File: config.mk
export PLATFORM = sky130hd
export DESIGN_NAME = hazard_tracker
export DESIGN_NICKNAME = d
export VERILOG_FILES = /design/src/rtl/hazard_tracker_pkg.sv /design/src/rtl/hazard_tracker_fwd_select.sv /design/src/rtl/hazard_tracker.sv
export SDC_FILE = /design/constraint.sdc
export NUM_CORES = 1
export LEC_CHECK = 0
export CAP_MARGIN = 20
export CORE_ASPECT_RATIO = 1.75
export CORE_MARGIN = 1
export CORE_UTILIZATION = 40
export DETAILED_ROUTE_END_ITERATION = 8
export PLACE_DENSITY_LB_ADDON = 0.2
export SETUP_SLACK_MARGIN = 0.1
export SLEW_MARGIN = 20
export SYNTH_ARGS = -nofsm -noshare
export SYNTH_HDL_FRONTEND = slang
export SYNTH_SLANG_ARGS = --single-unit
File: constraint.sdc
create_clock -name clk -period 5.2 [get_ports clk]
set_clock_uncertainty 0.1 [all_clocks]
set_input_delay 1.56 -clock clk [delete_from_list [all_inputs] [get_ports clk]]
set_output_delay 1.56 -clock clk [all_outputs]
set_load 0.02 [all_outputs]
File: src/rtl/hazard_tracker_pkg.sv
// Shared definitions for the execute-stage hazard tracker and the operand muxes.
package hazard_tracker_pkg;

  // Operand source select, shared with the SrcA/SrcB muxes in execute.
  typedef enum logic [1:0] {
    FWD_RD1     = 2'b00,
    FWD_RESULTW = 2'b01,
    FWD_ALUM    = 2'b10
  } fwd_sel_e;

endpackage

File: src/rtl/hazard_tracker_fwd_select.sv
// Forward-select for one execute-stage source operand; M (newest) beats W.
module fwd_select
  import hazard_tracker_pkg::*;
#(
  parameter int unsigned REG_ADDR_WIDTH = 5
) (
  input  logic [REG_ADDR_WIDTH-1:0] RsE,
  input  logic [REG_ADDR_WIDTH-1:0] RdM,
  input  logic                      RegWriteM,
  input  logic [REG_ADDR_WIDTH-1:0] RdW,
  input  logic                      RegWriteW,
  output fwd_sel_e                  Sel
);

  logic w_hit_m;
  logic w_hit_w;

  // Match checks; x0 is hard-wired zero and is never forwarded.
  always_comb begin
    w_hit_m = RegWriteM && (RdM != '0) && (RdM == RsE);
    w_hit_w = RegWriteW && (RdW != '0) && (RdW == RsE);
  end

  // Priority select: M stage first, then W stage, else register file.
  always_comb begin
    Sel = FWD_RD1;
    if (w_hit_m)      Sel = FWD_ALUM;
    else if (w_hit_w) Sel = FWD_RESULTW;
  end

endmodule

File: src/rtl/hazard_tracker.sv
// Execute-stage hazard tracker: shadow E/M/W register-use pipeline,
// forwarding selects, load-use stall, branch/bubble flush and perf counters.
module hazard_tracker
  import hazard_tracker_pkg::*;
#(
  parameter int unsigned REG_ADDR_WIDTH = 5,
  parameter int unsigned CNT_WIDTH      = 32
) (
  input  logic                      clk,
  input  logic                      rst,
  input  logic [REG_ADDR_WIDTH-1:0] Rs1D,
  input  logic [REG_ADDR_WIDTH-1:0] Rs2D,
  input  logic [REG_ADDR_WIDTH-1:0] RdD,
  input  logic                      RegWriteD,
  input  logic                      LoadD,
  input  logic                      PCSrcE,
  output logic [1:0]                ForwardAE,
  output logic [1:0]                ForwardBE,
  output logic                      StallF,
  output logic                      StallD,
  output logic                      FlushD,
  output logic                      FlushE,
  output logic [CNT_WIDTH-1:0]      StallCount,
  output logic [CNT_WIDTH-1:0]      FlushCount
);

  // E stage shadow
  logic [REG_ADDR_WIDTH-1:0] r_rs1_e;
  logic [REG_ADDR_WIDTH-1:0] r_rs2_e;
  logic [REG_ADDR_WIDTH-1:0] r_rd_e;
  logic                      r_regwrite_e;
  logic                      r_load_e;
  // M stage shadow
  logic [REG_ADDR_WIDTH-1:0] r_rd_m;
  logic                      r_regwrite_m;
  // W stage shadow
  logic [REG_ADDR_WIDTH-1:0] r_rd_w;
  logic                      r_regwrite_w;
  // Performance counters
  logic [CNT_WIDTH-1:0]      r_stall_cnt;
  logic [CNT_WIDTH-1:0]      r_flush_cnt;

  logic                      w_lw_stall;
  logic                      w_flush_e;
  fwd_sel_e                  w_fwd_a;
  fwd_sel_e                  w_fwd_b;

  // Load-use detection and pipeline control
  always_comb begin
    w_lw_stall = r_load_e && (r_rd_e != '0) &&
                 ((r_rd_e == Rs1D) || (r_rd_e == Rs2D));
    w_flush_e  = w_lw_stall || PCSrcE;
  end

  // D->E capture; a flushed ID/EX register becomes an all-zero bubble
  always_ff @(posedge clk or posedge rst) begin
    if (rst) begin
      r_rs1_e      <= '0;
      r_rs2_e      <= '0;
      r_rd_e       <= '0;
      r_regwrite_e <= 1'b0;
      r_load_e     <= 1'b0;
    end else if (w_flush_e) begin
      r_rs1_e      <= '0;
      r_rs2_e      <= '0;
      r_rd_e       <= '0;
      r_regwrite_e <= 1'b0;
      r_load_e     <= 1'b0;
    end else begin
      r_rs1_e      <= Rs1D;
      r_rs2_e      <= Rs2D;
      r_rd_e       <= RdD;
      r_regwrite_e <= RegWriteD;
      r_load_e     <= LoadD;
    end
  end

  // E->M->W always advance; bubbles propagate as zeros
  always_ff @(posedge clk or posedge rst) begin
    if (rst) begin
      r_rd_m       <= '0;
      r_regwrite_m <= 1'b0;
      r_rd_w       <= '0;
      r_regwrite_w <= 1'b0;
    end else begin
      r_rd_m       <= r_rd_e;
      r_regwrite_m <= r_regwrite_e;
      r_rd_w       <= r_rd_m;
      r_regwrite_w <= r_regwrite_m;
    end
  end

  // Saturating event counters; both may step on the same edge
  always_ff @(posedge clk or posedge rst) begin
    if (rst) begin
      r_stall_cnt <= '0;
      r_flush_cnt <= '0;
    end else begin
      if (w_lw_stall && (r_stall_cnt != '1))
        r_stall_cnt <= r_stall_cnt + CNT_WIDTH'(1);
      if (PCSrcE && (r_flush_cnt != '1))
        r_flush_cnt <= r_flush_cnt + CNT_WIDTH'(1);
    end
  end

  fwd_select #(
    .REG_ADDR_WIDTH (REG_ADDR_WIDTH)
  ) u_fwd_a (
    .RsE       (r_rs1_e),
    .RdM       (r_rd_m),
    .RegWriteM (r_regwrite_m),
    .RdW       (r_rd_w),
    .RegWriteW (r_regwrite_w),
    .Sel       (w_fwd_a)
  );

  fwd_select #(
    .REG_ADDR_WIDTH (REG_ADDR_WIDTH)
  ) u_fwd_b (
    .RsE       (r_rs2_e),
    .RdM       (r_rd_m),
    .RegWriteM (r_regwrite_m),
    .RdW       (r_rd_w),
    .RegWriteW (r_regwrite_w),
    .Sel       (w_fwd_b)
  );

  // Output drive
  always_comb begin
    ForwardAE  = w_fwd_a;
    ForwardBE  = w_fwd_b;
    StallF     = w_lw_stall;
    StallD     = w_lw_stall;
    FlushD     = PCSrcE;
    FlushE     = w_flush_e;
    StallCount = r_stall_cnt;
    FlushCount = r_flush_cnt;
  end

endmodule

==> flow_metrics.py <==
metrics = {
    "status": {
        "run_status": "finished clean",
    },
    "synthesis": {
        "synth_area_um2": 4450,
        "yosys_warnings": 0,
        "synth_edf_count": 0,
        "synth_xor_area_share_pct": 17.7,
        "synth-compound-area-share_pct": 1.80,
        "yosysSeqAreaShare_pct": 52.3,
        "syn_inst": 420,
        "avgSynthCellArea_um2": 10.6,
        "synth-async-reset-ratio_pct": 100,
        "synth-seq-cells": 93,
        "yosys.area_share.simple_pct": 23.3,
        "synthAdderAreaFrac_pct": 0.563,
        "synth_top_family_by_area": "simple AND/OR/NAND/NOR gates",
        "synthDistinctLibCells": 41,
        "synthMuxAreaShare_pct": 0.759,
        "ys.flop_type": "dfrtp_1",
        "mappedNetlistNets": 442,
    },
    "clocking": {
        "cts_buffer_depth": 2,
        "cts.sinks": 93,
        "postCtsSetupRepairBufs": 0,
        "clock_latency_ns": 0.34,
        "cts_tree": "yes",
        "ctsHoldBuffers": 0,
        "clockRootBuffer": "clkbuf_16",
        "cts_buffers": 9,
        "clk_pin_slew_ns": 0.06,
        "postCtsResizedCells": 1,
        "htreeDepth": 3,
    },
    "floorplanning": {
        "io_pins": 92,
        "die_h_um": 142,
        "core_area_um2": 10800,
        "initial_core_util_pct": 41.3,
        "die_w_um": 81.7,
        "rows": 50,
        "dieArea_um2": 11600,
    },
    "layout": {
        "fin_area_um2": 5870,
        "drive_gt1_share_pct": 8.21,
        "final_nets": 541,
        "diodes": 0,
        "final_cells": 654,
        "nFillCells": 1008,
        "area_growth_pct": 32.0,
    },
    "timing": {
        "rsz0062_at_grt": "false",
        "period_share_pct": 93.0,
        "slew_viol_final": 0,
        "tightestPinTransition_ns": 1.00,
        "finalSetupViolations": 0,
        "hold_violations": 0,
        "max_slew_margin_pct": 32.5,
        "fmax_mhz": 207,
        "tns_ns": 0,
        "period_minus_slack_ns": 4.84,
    },
    "critical_path": {
        "start_kind": "input port",
        "path_class": "input port to output pin",
        "crit_path_max_fanout": 3,
        "critPathRequiredTime_ns": 3.54,
        "cp.arrival_ns": 3.18,
        "end_kind": "output pin",
    },
    "route": {
        "vias_per_cell": 5.30,
        "first_pass_iters": 4,
        "routed_wl_mm": 10.8,
        "post-route-drc-count": 0,
        "num_vias": 3463,
        "wire_per_inst_um": 16.6,
        "drt-initial-drc-count": 189,
        "antenna_left": 0,
    },
    "grt": {
        "grt_pass1_vias": 3552,
        "grt_pass1_wl_mm": 17.5,
        "grt_max_degree": 52,
        "grt_overflow": 0,
        "antenna_found_initial": 0,
        "globalRouteTotalUtil_pct": 20.2,
    },
    "power": {
        "internal_power_mw": 1.36,
        "netSwitchingPower_mw": 0.505,
        "p_leak_nw": 2.83,
        "pwr-share-comb_pct": 16.0,
        "ir_drop_mv": 0.260,
        "seq_power_share_pct": 45.9,
        "p_per_area_nw_per_um2": 317,
        "swShare_pct": 27.1,
        "clkPwrFrac_pct": 38.1,
    },
    "min_path": {
        "hp-class": "flop to flop",
    },
    "placed_design": {
        "io_buffers": 91,
        "dpl-instance-area_um2": 5540,
        "place_congestion": 0.833,
        "dp_hpwl_mm": 7.93,
        "dp.cells": 638,
    },
    "run": {
        "maxCapViolCount": 0,
    },
}
## synth_stat cells, drive strengths merged (2+ instances only)
| cell | instances | area, um2 |
|---|---|---|
| and3 | 9 | 57.6 |
| nor4 | 27 | 175 |
| xor2 | 71 | 622 |
| clkbuf | 6 | 22.5 |
| or4 | 8 | 68.8 |
| and2 | 4 | 25.0 |
| and4 | 6 | 53.8 |
| nor3 | 17 | 90.1 |
| ha | 2 | 25.0 |
| nand2 | 21 | 78.8 |
| nor2 | 37 | 139 |
| nor3b | 3 | 27.5 |
| or3 | 3 | 20.0 |
| inv | 25 | 93.8 |
| nor4b | 5 | 58.8 |
| xnor2 | 19 | 166 |
| o21ai | 6 | 30.0 |
| mux2 | 3 | 33.8 |
| nand4 | 16 | 106 |
| dfrtp | 93 | 2330 |
| buf | 6 | 40.0 |
| nand3 | 26 | 130 |
## registers in the layout (all words and copies together), names as in the netlist
signal and flops:
FlushCount 32, r_load_e 1, r_rs2_e 5, r_rs1_e 5
r_regwrite_m 1, r_rd_e 5, r_rd_w 5, StallCount 32
r_rd_m 5, r_regwrite_w 1, r_regwrite_e 1
## cells by family (layout without fill, tap and decap cells)
kind of cell,count (synthesis),count (layout)
AOI/OAI and AO/OA,12,12
xor gates and xnor gates,90,90
adders and majority gates,2,2
buffers and inverters,37,141
DFF,93,93
muxes,3,3
and+or+nand+nor,183,183
## layout make-up
class | instances | area [um2] | area share [%]
well taps | 130 | 163 | 2.77
clock inverters | 5 | 83.8 | 1.43
inverters | 25 | 95.1 | 1.62
multi-input cells | 290 | 1980 | 33.7
repair buffers | 100 | 982 | 16.7
flip-flops and latches | 93 | 2330 | 39.6
clock buffers | 11 | 243 | 4.13
## worst paths after layout
kind	cells past startpoint	from	to	slack (ns)
max in group asynchronous	3	rst	StallCount[8]	2.57
setup reg to reg	5	StallCount[11]	StallCount[1]	2.57
hold reg to reg	0	r_regwrite_e	r_regwrite_m	0.25
hold / removal	0	r_regwrite_e	r_regwrite_m	0.25
setup / recovery	7	Rs1D[2]	FlushE	0.36
min in group asynchronous	2	rst	FlushCount[5]	1.59
## per-layer routing
layer / global-route usage (%) / share of wire, %
met2: 36.6 / 55
met1: 22.1 / 39
met4: 7.39 / 2.0
met5: 0 / 0
met3: 4.95 / 4.1
## power by group through the flow
stage | clock network (mW) | registers (mW) | logic (mW)
after floorplan | 0 | 0.901 | 0.113
after global placement | 0 | 0.864 | 0.294
after detailed placement | 0 | 0.867 | 0.301
after CTS | 0.730 | 0.854 | 0.303
after global routing | 0.758 | 0.864 | 0.325
final | 0.709 | 0.854 | 0.298
## stage by stage
stage	hold WS, ns	worst slack [ns]	power (mW)	utilization, %
after floorplan	0.231	0.679	1.01	-
after global placement	0.235	0.0573	1.16	51.5
after detailed placement	0.237	0.0744	1.17	51.5
after CTS	0.252	0.103	1.89	54.5
after global routing	0.258	0.272	1.95	54.6
final	0.251	0.362	1.86	54.6
## critical path: stages
cell and delay (ns):
clkdlybuf4s50_1 0.44, xor2_1 0.15, nor3_1 0.22, buf_4 0.15, a22oi_2 0.09, o21ai_1 0.20
dlygate4sd2_1 0.35
## cell usage in the layout, fill, tap and decap left out, types with 2 or more instances in the layout
cell / count
and2_1: 4
and3_1: 8
and4_1: 5
buf_4: 9
bufinv_16: 2
clkbuf_16: 9
clkdlybuf4s50_1: 88
clkinvlp_4: 2
dfrtp_1: 93
dlymetal6s2s_1: 2
ha_1: 2
inv_1: 24
mux2_2: 3
nand2_1: 21
nand3_1: 26
nand4_1: 15
nor2_1: 37
nor3_1: 16
nor3b_1: 2
nor4_1: 26
nor4b_1: 4
o21ai_0: 4
or3_1: 2
or4_1: 5
or4_4: 2
xnor2_1: 19
xor2_1: 71
Power figures use the tool's default switching activity.
